`config.mk`:
```
export PLATFORM = sky130hd
export DESIGN_NAME = udivider_flat
export DESIGN_NICKNAME = d
export VERILOG_FILES = /design/src/rtl/udiv_pkg.sv /design/src/rtl/udivider_if.sv /design/src/rtl/udiv_step.sv /design/src/rtl/udivider.sv /design/src/flat_wrapper.sv
export SDC_FILE = /design/constraint.sdc
export NUM_CORES = 1
export LEC_CHECK = 0
export CAP_MARGIN = 20
export CORE_UTILIZATION = 30
export DETAILED_ROUTE_END_ITERATION = 7
export PLACE_DENSITY = 0.53
export SLEW_MARGIN = 0
export SYNTH_ARGS = -nofsm -noshare
export SYNTH_HDL_FRONTEND = slang
export SYNTH_HIERARCHICAL = 1
export SYNTH_SLANG_ARGS = --single-unit
```
`constraint.sdc`:
```
create_clock -name clk -period 4.2 [get_ports clk]
set_input_delay 0.84 -clock clk [delete_from_list [all_inputs] [get_ports clk]]
set_output_delay 0.84 -clock clk [all_outputs]
set_load 0.01 [all_outputs]
```
`src/rtl/udiv_pkg.sv`:
```
// rtl/udiv_pkg.sv - shared types and constants for the unsigned sequential divider
//   Contents: udiv_state_t (IDLE, DIV, DONE), DEFAULT_WIDTH, CNT_W, cnt_width()
//   Optional feature macro used by the divider: UDIV_EARLY_OUT_EN
package udiv_pkg;

    localparam int DEFAULT_WIDTH = 32;
    localparam int CNT_W         = $clog2(DEFAULT_WIDTH);

    typedef enum logic [1:0] {
        IDLE = 2'd0,
        DIV  = 2'd1,
        DONE = 2'd2
    } udiv_state_t;

    // Counter width for an arbitrary WIDTH; never narrower than one bit.
    function automatic int cnt_width(input int w);
        return (w < 2) ? 1 : $clog2(w);
    endfunction

endpackage

```
`src/rtl/udivider_if.sv`:
```
// rtl/udivider_if.sv - start/done handshake and operand/result bus of the divider
//   start, in1, in2         : issuer -> divider
//   ready, busy, done       : divider status
//   quot, rem, div0         : divider results
//   Modports: master (issuing control logic), slave (divider)
interface udivider_if
    import udiv_pkg::*;
#(
    parameter int WIDTH = DEFAULT_WIDTH
);

    logic             start;
    logic [WIDTH-1:0] in1;
    logic [WIDTH-1:0] in2;
    logic             ready;
    logic             busy;
    logic             done;
    logic [WIDTH-1:0] quot;
    logic [WIDTH-1:0] rem;
    logic             div0;

    modport master (
        output start, in1, in2,
        input  ready, busy, done, quot, rem, div0
    );

    modport slave (
        input  start, in1, in2,
        output ready, busy, done, quot, rem, div0
    );

endinterface

```
`src/rtl/udiv_step.sv`:
```
// rtl/udiv_step.sv - one combinational restoring-division step
//   i_p       : current partial remainder (always < i_divisor)
//   i_q_msb   : bit shifted from the dividend register into the remainder
//   i_divisor : divisor
//   o_p_next  : partial remainder after the trial subtraction
//   o_q_bit   : quotient bit produced by this step
module udiv_step
    import udiv_pkg::*;
#(
    parameter int WIDTH = DEFAULT_WIDTH
) (
    input  logic [WIDTH-1:0] i_p,
    input  logic             i_q_msb,
    input  logic [WIDTH-1:0] i_divisor,
    output logic [WIDTH-1:0] o_p_next,
    output logic             o_q_bit
);

    logic [WIDTH:0] w_shift;
    logic [WIDTH:0] w_diff;

    assign w_shift = {i_p, i_q_msb};
    assign w_diff  = w_shift - {1'b0, i_divisor};

    // Since i_p < divisor, the shifted value is < 2*divisor: the top bit of
    // the difference is a clean sign, and either candidate fits WIDTH bits.
    assign o_q_bit  = ~w_diff[WIDTH];
    assign o_p_next = o_q_bit ? w_diff[WIDTH-1:0] : w_shift[WIDTH-1:0];

endmodule

```
`src/rtl/udivider.sv`:
```
// rtl/udivider.sv - unsigned restoring radix-2 sequential divider, one quotient bit per clock
//   clk : rising-edge clock
//   rst : synchronous active-high reset
//   bus : udivider_if.slave (start/in1/in2 in; ready/busy/done/quot/rem/div0 out)
//   Macro UDIV_EARLY_OUT_EN: finish in one cycle when in1 < in2 (in2 != 0)
module udivider
    import udiv_pkg::*;
#(
    parameter int WIDTH = DEFAULT_WIDTH
) (
    input  logic       clk,
    input  logic       rst,
    udivider_if.slave  bus
);

    localparam int            CW   = cnt_width(WIDTH);
    localparam logic [CW-1:0] LAST = CW'(WIDTH - 1);

    udiv_state_t      r_state;
    logic [CW-1:0]    r_cnt;
    logic [WIDTH-1:0] r_divisor;
    logic [WIDTH-1:0] r_p;
    logic [WIDTH-1:0] r_q;
    logic             r_ready;
    logic             r_busy;
    logic             r_done;
    logic [WIDTH-1:0] r_quot;
    logic [WIDTH-1:0] r_rem;
    logic             r_div0;

    logic [WIDTH-1:0] w_p_next;
    logic             w_q_bit;
    logic [WIDTH-1:0] w_q_next;
    logic             w_early;

    udiv_step #(
        .WIDTH (WIDTH)
    ) u_step (
        .i_p       (r_p),
        .i_q_msb   (r_q[WIDTH-1]),
        .i_divisor (r_divisor),
        .o_p_next  (w_p_next),
        .o_q_bit   (w_q_bit)
    );

    assign w_q_next = {r_q[WIDTH-2:0], w_q_bit};

`ifdef UDIV_EARLY_OUT_EN
    assign w_early = (bus.in1 < bus.in2);
`else
    assign w_early = 1'b0;
`endif

    always_ff @(posedge clk) begin
        if (rst) begin
            r_state   <= IDLE;
            r_cnt     <= '0;
            r_divisor <= '0;
            r_p       <= '0;
            r_q       <= '0;
            r_ready   <= 1'b1;
            r_busy    <= 1'b0;
            r_done    <= 1'b0;
            r_quot    <= '0;
            r_rem     <= '0;
            r_div0    <= 1'b0;
        end else begin
            r_done <= 1'b0;
            case (r_state)
                DIV: begin
                    r_p   <= w_p_next;
                    r_q   <= w_q_next;
                    r_cnt <= r_cnt + CW'(1);
                    if (r_cnt == LAST) begin
                        r_state <= DONE;
                        r_ready <= 1'b1;
                        r_busy  <= 1'b0;
                        r_done  <= 1'b1;
                        r_quot  <= w_q_next;
                        r_rem   <= w_p_next;
                        r_div0  <= 1'b0;
                    end
                end
                default: begin
                    // IDLE and DONE both accept; DONE accepting gives
                    // back-to-back issue with no dead cycle.
                    if (bus.start) begin
                        r_divisor <= bus.in2;
                        r_p       <= '0;
                        r_q       <= bus.in1;
                        r_cnt     <= '0;
                        if (bus.in2 == '0) begin
                            r_state <= DONE;
                            r_done  <= 1'b1;
                            r_quot  <= '1;
                            r_rem   <= bus.in1;
                            r_div0  <= 1'b1;
                        end else if (w_early) begin
                            r_state <= DONE;
                            r_done  <= 1'b1;
                            r_quot  <= '0;
                            r_rem   <= bus.in1;
                            r_div0  <= 1'b0;
                        end else begin
                            r_state <= DIV;
                            r_ready <= 1'b0;
                            r_busy  <= 1'b1;
                        end
                    end else begin
                        r_state <= IDLE;
                    end
                end
            endcase
        end
    end

    assign bus.ready = r_ready;
    assign bus.busy  = r_busy;
    assign bus.done  = r_done;
    assign bus.quot  = r_quot;
    assign bus.rem   = r_rem;
    assign bus.div0  = r_div0;

endmodule

```
`src/flat_wrapper.sv`:
```
// flat-port wrapper written by rule: the top's interface ports become plain ports
module udivider_flat import udiv_pkg::*;
#(
    parameter int WIDTH = DEFAULT_WIDTH
)
  (clk, rst, bus_start, bus_in1, bus_in2, bus_ready, bus_busy, bus_done, bus_quot, bus_rem, bus_div0);
  udivider_if #(.WIDTH(WIDTH)) bus_i ();
  input  logic clk;
  input  logic rst;
  input wire logic [$bits(bus_i.start)-1:0] bus_start;
  input wire logic [$bits(bus_i.in1)-1:0] bus_in1;
  input wire logic [$bits(bus_i.in2)-1:0] bus_in2;
  output wire logic [$bits(bus_i.ready)-1:0] bus_ready;
  output wire logic [$bits(bus_i.busy)-1:0] bus_busy;
  output wire logic [$bits(bus_i.done)-1:0] bus_done;
  output wire logic [$bits(bus_i.quot)-1:0] bus_quot;
  output wire logic [$bits(bus_i.rem)-1:0] bus_rem;
  output wire logic [$bits(bus_i.div0)-1:0] bus_div0;
  assign bus_i.start = bus_start;
  assign bus_i.in1 = bus_in1;
  assign bus_i.in2 = bus_in2;
  assign bus_ready = bus_i.ready;
  assign bus_busy = bus_i.busy;
  assign bus_done = bus_i.done;
  assign bus_quot = bus_i.quot;
  assign bus_rem = bus_i.rem;
  assign bus_div0 = bus_i.div0;
  udivider #(.WIDTH(WIDTH)) u_core (.clk(clk), .rst(rst), .bus(bus_i));
endmodule
```
# Yosys cells after proc, flatten, opt, wreduce, memory -nomap -nowiden

Cells that the tools add are included.

Bitwise logic cells: 2
Muxes and demuxes: 34
Add/sub/neg operators: 2
Reduce and logical (&&, ||, !) cells: 6
Equal/unequal tests: 4

Operators with widths:

| kind                                           | count |
|---|---|
| two-way mux 32 bit                             | 13 |
| subtractor 33 x 32 -> 33 bit                   | 1 |
| logical NOT 32 bit                             | 1 |
| two-way mux 1 bit                              | 15 |
| two-way mux 5 bit                              | 2 |
| two-way mux 2 bit                              | 4 |
| AND reduction 3 bit                            | 2 |
| adder 5 x 1 -> 5 bit (second input constant)   | 1 |
| == test 5 bit (second input constant)          | 1 |
| nonzero test 2 bit                             | 2 |
| == test 2 x 1 -> 1 bit (second input constant) | 1 |
| != test 2 x 1 -> 1 bit (second input constant) | 1 |
| != test 2 bit (second input constant)          | 1 |
| inverter 1 bit                                 | 2 |
| AND reduction 2 bit                            | 1 |

Flip-flop bits (word level): 171
Logic and storage cells: 59

# Depth between registers and ports, before layout

Depth in word-level cells: 4
Mapped depth: 17
Gate-level depth less buffers: 15

# Hierarchy

Netlist, hierarchy kept.

Modules (own cells, without submodules):

| module    | area an instance (µm²) | sequential area each (µm²) | instances | cells an instance |
|---|---|---|---|---|
| udivider  | 7194.4                 | 3423.3                     | 1         | 754 |
| udiv_step | 2358.5                 | 0.0                        | 1         | 305 |

# Worst setup path after synthesis

Ideal clock, no wire load.

Path kind: reg-to-reg
Start: register u_core.r_q[31]
End: register u_core.r_rem[10], in the netlist u_core/bus.rem[10]
Data required time: 4056 ps
Slack: 648 ps
Cell stages (with the launch flop): 18
Period minus slack after synthesis: 3552 ps
Arrival: 3409 ps
Buffers on the path: 2
Path through: dfxtp_1 -> inv_1 -> ha_1 -> fa_1 -> and2b_1 -> o2111ai_2 -> a21oi_2 -> o2111ai_1 -> a211oi_2 -> nor2_4 -> mux2i_4 -> and2_4 -> buf_12 -> inv_8 -> buf_12 -> mux2_4 -> a22oi_1 -> o221ai_2

Longest elaborated chain between the ends: 4

RTL lines:

| what                         | line            | text |
|---|---|---|
| start: declaration           | udivider.sv:23  | `logic [WIDTH-1:0] r_q;` |
| start signal: assignment     | udivider.sv:72  | `r_q <= w_q_next;` |
| start signal: assignment     | udivider.sv:90  | `r_q <= bus.in1;` |
| subtractor 33 x 32 -> 33 bit | udiv_step.sv:23 | `assign w_diff = w_shift - {1'b0, i_divisor};` |
| two-way mux 32 bit           | udiv_step.sv:28 | `assign o_p_next = o_q_bit ? w_diff[WIDTH-1:0] : w_shift[WIDTH-1:0];` |
| via u_core.w_p_next[10]      | udivider.sv:31  | `logic [WIDTH-1:0] w_p_next;` |
| two-way mux 32 bit           | udivider.sv:74  | `if (r_cnt == LAST) begin` |
| two-way mux 32 bit           | udivider.sv:69  | `case (r_state)` |
| end signal: assignment       | udivider.sv:80  | `r_rem <= w_p_next;` |
| end signal: assignment       | udivider.sv:96  | `r_rem <= bus.in1;` |
| end signal: assignment       | udivider.sv:102 | `r_rem <= bus.in1;` |
| end: declaration             | udivider.sv:28  | `logic [WIDTH-1:0] r_rem;` |

The timed path passes the listed nets, and every way through them passes these cells. The select of a mux whose other input is x is not followed.
A chain may end at the register's enable or synchronous reset.

# Worst setup path after layout

Start: register u_core.r_q[31]
End: register u_core.r_rem[25], in the netlist u_core/bus.rem[25]

Same word-level chain as after synthesis.

==> reports/metrics.cfg <==
[run_status]
run_status=complete, no violations

[sta]
hold_slack_ns=0.456
max_freq_ghz=0.257
fin_ws_ns=0.313
fin_setup_tns_ns=0
rsz0062_at_grt=false
period_share=0.925
finalMaxSlewViolations=0
worst_pin_slew_ns=1.03
min_period_ns=3.89
hold_viol_final=0
fin_skew_ns=0.0106
setup_viol=0
slew_headroom=0.309

[layout]
post-route-util=0.377
fin_area_mm2=0.0117
nNetsFinal=1244
n_antenna_cell=0
stdcell_count=1551
area_growth_pct=22.2
drive_gt1_frac=0.126

[placed_design]
port-buffer-count=134
place_area_mm2=0.0111
hpwl_mm=20.0
gp_congestion=0.843
dp.cells=1518
dpl_worst_slack_ns=0.310

[logic_synthesis]
synthSimpleGateAreaFrac=0.150
syn_avg_cell_area_um2=9.02
ys_warn_count=6
synth_top_family_by_area=compound AO/OA/AOI/OAI gates
synthCells=1059
synth_cell_types=77
synthArstFlopShare=0
ys_seq_area_frac=0.358
synth_seq_cells=171
synth.area.mux_share=0.0715
synth-main-ff-cell=dfxtp_1
yosys.area_share.xor_xnor=0.0238
synthAdderAreaFrac=0.0466
synthesis.area_mm2=0.00955
syn-num-nets=1161
synth_compound_area_frac=0.285
synth-edff-count=0

[pwr]
p_leak_nw=4.20
power_mw=9.14
p_sw_mw=3.92
power_per_cell_area_mw_per_mm2=783
p_clk_frac=0.174
p_int_mw=5.23
combPwrFrac=0.613
sw_frac_of_total=0.429
p_seq_frac=0.213
irDropWorstVdd_mv=0.632

[global_routing]
antenna_found_initial=0
grt_max_degree=84
grt_usage=0.177
grt_pass1_wl_mm=46.2
grt_overflow=0
grt_pass1_vias=8009

[clocking]
cts_setup_buffers=0
cts_repair_resize_count=0
path_clk_slew_ns=0.07
cts_buffer_depth=2
cts.sinks=171
insertion_delay_ns=0.44
cts_tree=done
cts_made_buffers=17
cts-hold-fix-buffers=0
htreeDepth=4
cts-root-buf=clkbuf_16

[min_path]
hold_class=reg -> reg
hp-start=u_core/r_divisor[15]

[die]
die_y_um=180
dieWidth_um=180
fp.dieArea_mm2=0.0326
coreArea_mm2=0.0310
initial_core_util=0.308
rows=64
num_io_pins=135

[drt]
detail_route.vias_per_cell=5.33
vias=8273
top_layer=met4
wl_met3_mm=1.20
first_iter_violations=711
firstDrtPassIters=5
route.detailed.drc=0
drt-met1-wl_mm=14.8
wl_per_cell_um=18.4
postRouteAntennaNets=0
drt_wl_total_mm=28.5
met2_length_mm=12.3

[run]
drv_cap=0

[setup_path]
path_cells=inv_1, ha_1, fa_1, and2b_1, o2111ai_2, a21oi_2, o2111ai_1, a211oi_2, nor2_4, mux2i_4, and2_4, inv_8, mux2_4, a22oi_1, o221ai_2
cp.required_ns=4.49
cp-startpoint=u_core/r_q[31]
crit_path_end_kind=flop
arrival_ns=4.17
crit_fanout=25
r2r-start=u_core/r_q[31]
slowest_delay_ns=0.40
crit_type=reg -> reg
start_kind=flop
critPathSlowestCell=fa_1

[placed cells by master, fill, tap and decap left out, types with 3 or more instances in the layout]
master,count
a21o_1,17
a21oi_1,130
a22oi_1,32
a31oi_1,6
and3_1,6
buf_4,21
clkbuf_16,17
clkdlybuf4s50_1,132
dfxtp_1,171
ha_1,34
inv_1,34
inv_6,4
inv_8,5
mux2_2,4
mux2_4,19
mux2i_1,33
nand2_1,119
nand3_1,48
nand3b_1,36
nand4_1,5
nor2_1,14
nor3_1,6
nor4_2,7
o2111ai_1,4
o211ai_1,33
o21a_1,7
o21ai_0,52
o21bai_1,4
o221a_1,25
o221a_2,7
o221ai_2,30
o31ai_1,3
or3_1,4
xnor2_1,13
xor2_1,13
[Yosys cell counts (all sizes together), types with 7 or more instances]
cell	count	area (um^2)
mux2	23	330
a22oi	32	240
o221ai	32	468
o21a	7	52.6
nand4	7	56.3
nor4	9	100
nand3b	36	270
o21ai	52	260
a21o	18	136
buf	21	209
and3	7	45.1
dfxtp	171	3420
nor2	17	71.3
nand2	119	447
a21oi	133	673
clkbuf	67	251
xnor2	13	114
nand3	48	240
inv	35	139
mux2i	34	353
o211ai	33	248
xor2	13	114
ha	34	425
o221a	32	360
[final cells by class]
type	count	area [um^2]
flip-flops and latches	171	3420
clock buffers	18	439
fillers	3134	19300
repair buffers	154	1500
clock inverters	14	145
inverters	36	143
multi-input cells	762	5530
well taps	396	495
[routing by layer]
layer | track usage | vias up
met5 | 0 | -
met4 | 0.0448 | 0
met3 | 0.0287 | 17
met2 | 0.264 | 195
met1 | 0.260 | 3953
li1 | - | 4108
[final timing paths]
path,to,slack (ns),cells past startpoint
worst max register to register,u_core/bus.rem[25],0.31,15
worst min-delay path,u_core/r_divisor[15],0.46,2
worst min register to register,u_core/r_divisor[15],0.46,2
worst max-delay path,u_core/bus.rem[25],0.31,15
[power groups by stage]
| stage | clock [mW] | combinational, mW | sequential, mW |
|---|---|---|---|
| after floorplan | 0 | 4.77 | 1.93 |
| after global placement | 0 | 5.56 | 1.98 |
| after detailed placement | 0 | 5.56 | 1.98 |
| after CTS | 1.63 | 5.60 | 1.95 |
| after global routing | 1.71 | 6.05 | 1.97 |
| final | 1.59 | 5.61 | 1.95 |
[flip-flops by register name, summed over array words and instances, names as in the netlist]
name / cells
u_core/r_cnt: 5
u_core/bus.quot: 32
u_core/bus.busy: 1
u_core/bus.div0: 1
u_core/bus.rem: 32
u_core/r_p: 32
u_core/bus.ready: 1
u_core/r_state: 2
u_core/bus.done: 1
u_core/r_divisor: 32
u_core/r_q: 32
[worst max-delay path, delay by kind of cell, from the launching register on]
family          cells  cell delay, ns
compound gates      6            1.24
mux                 2            0.67
simple gates        3            0.65
fa+ha+maj           2            0.62
flops               1            0.36
buf+inv             2            0.19
[logic make-up after synthesis]
family,count (synthesis)
mux,57
fa+ha+maj,35
simple gates,273
xor+xnor,26
compound gates,371
flops,171
buf+inv,126
No activity file was read; power rests on OpenSTA's default activity.
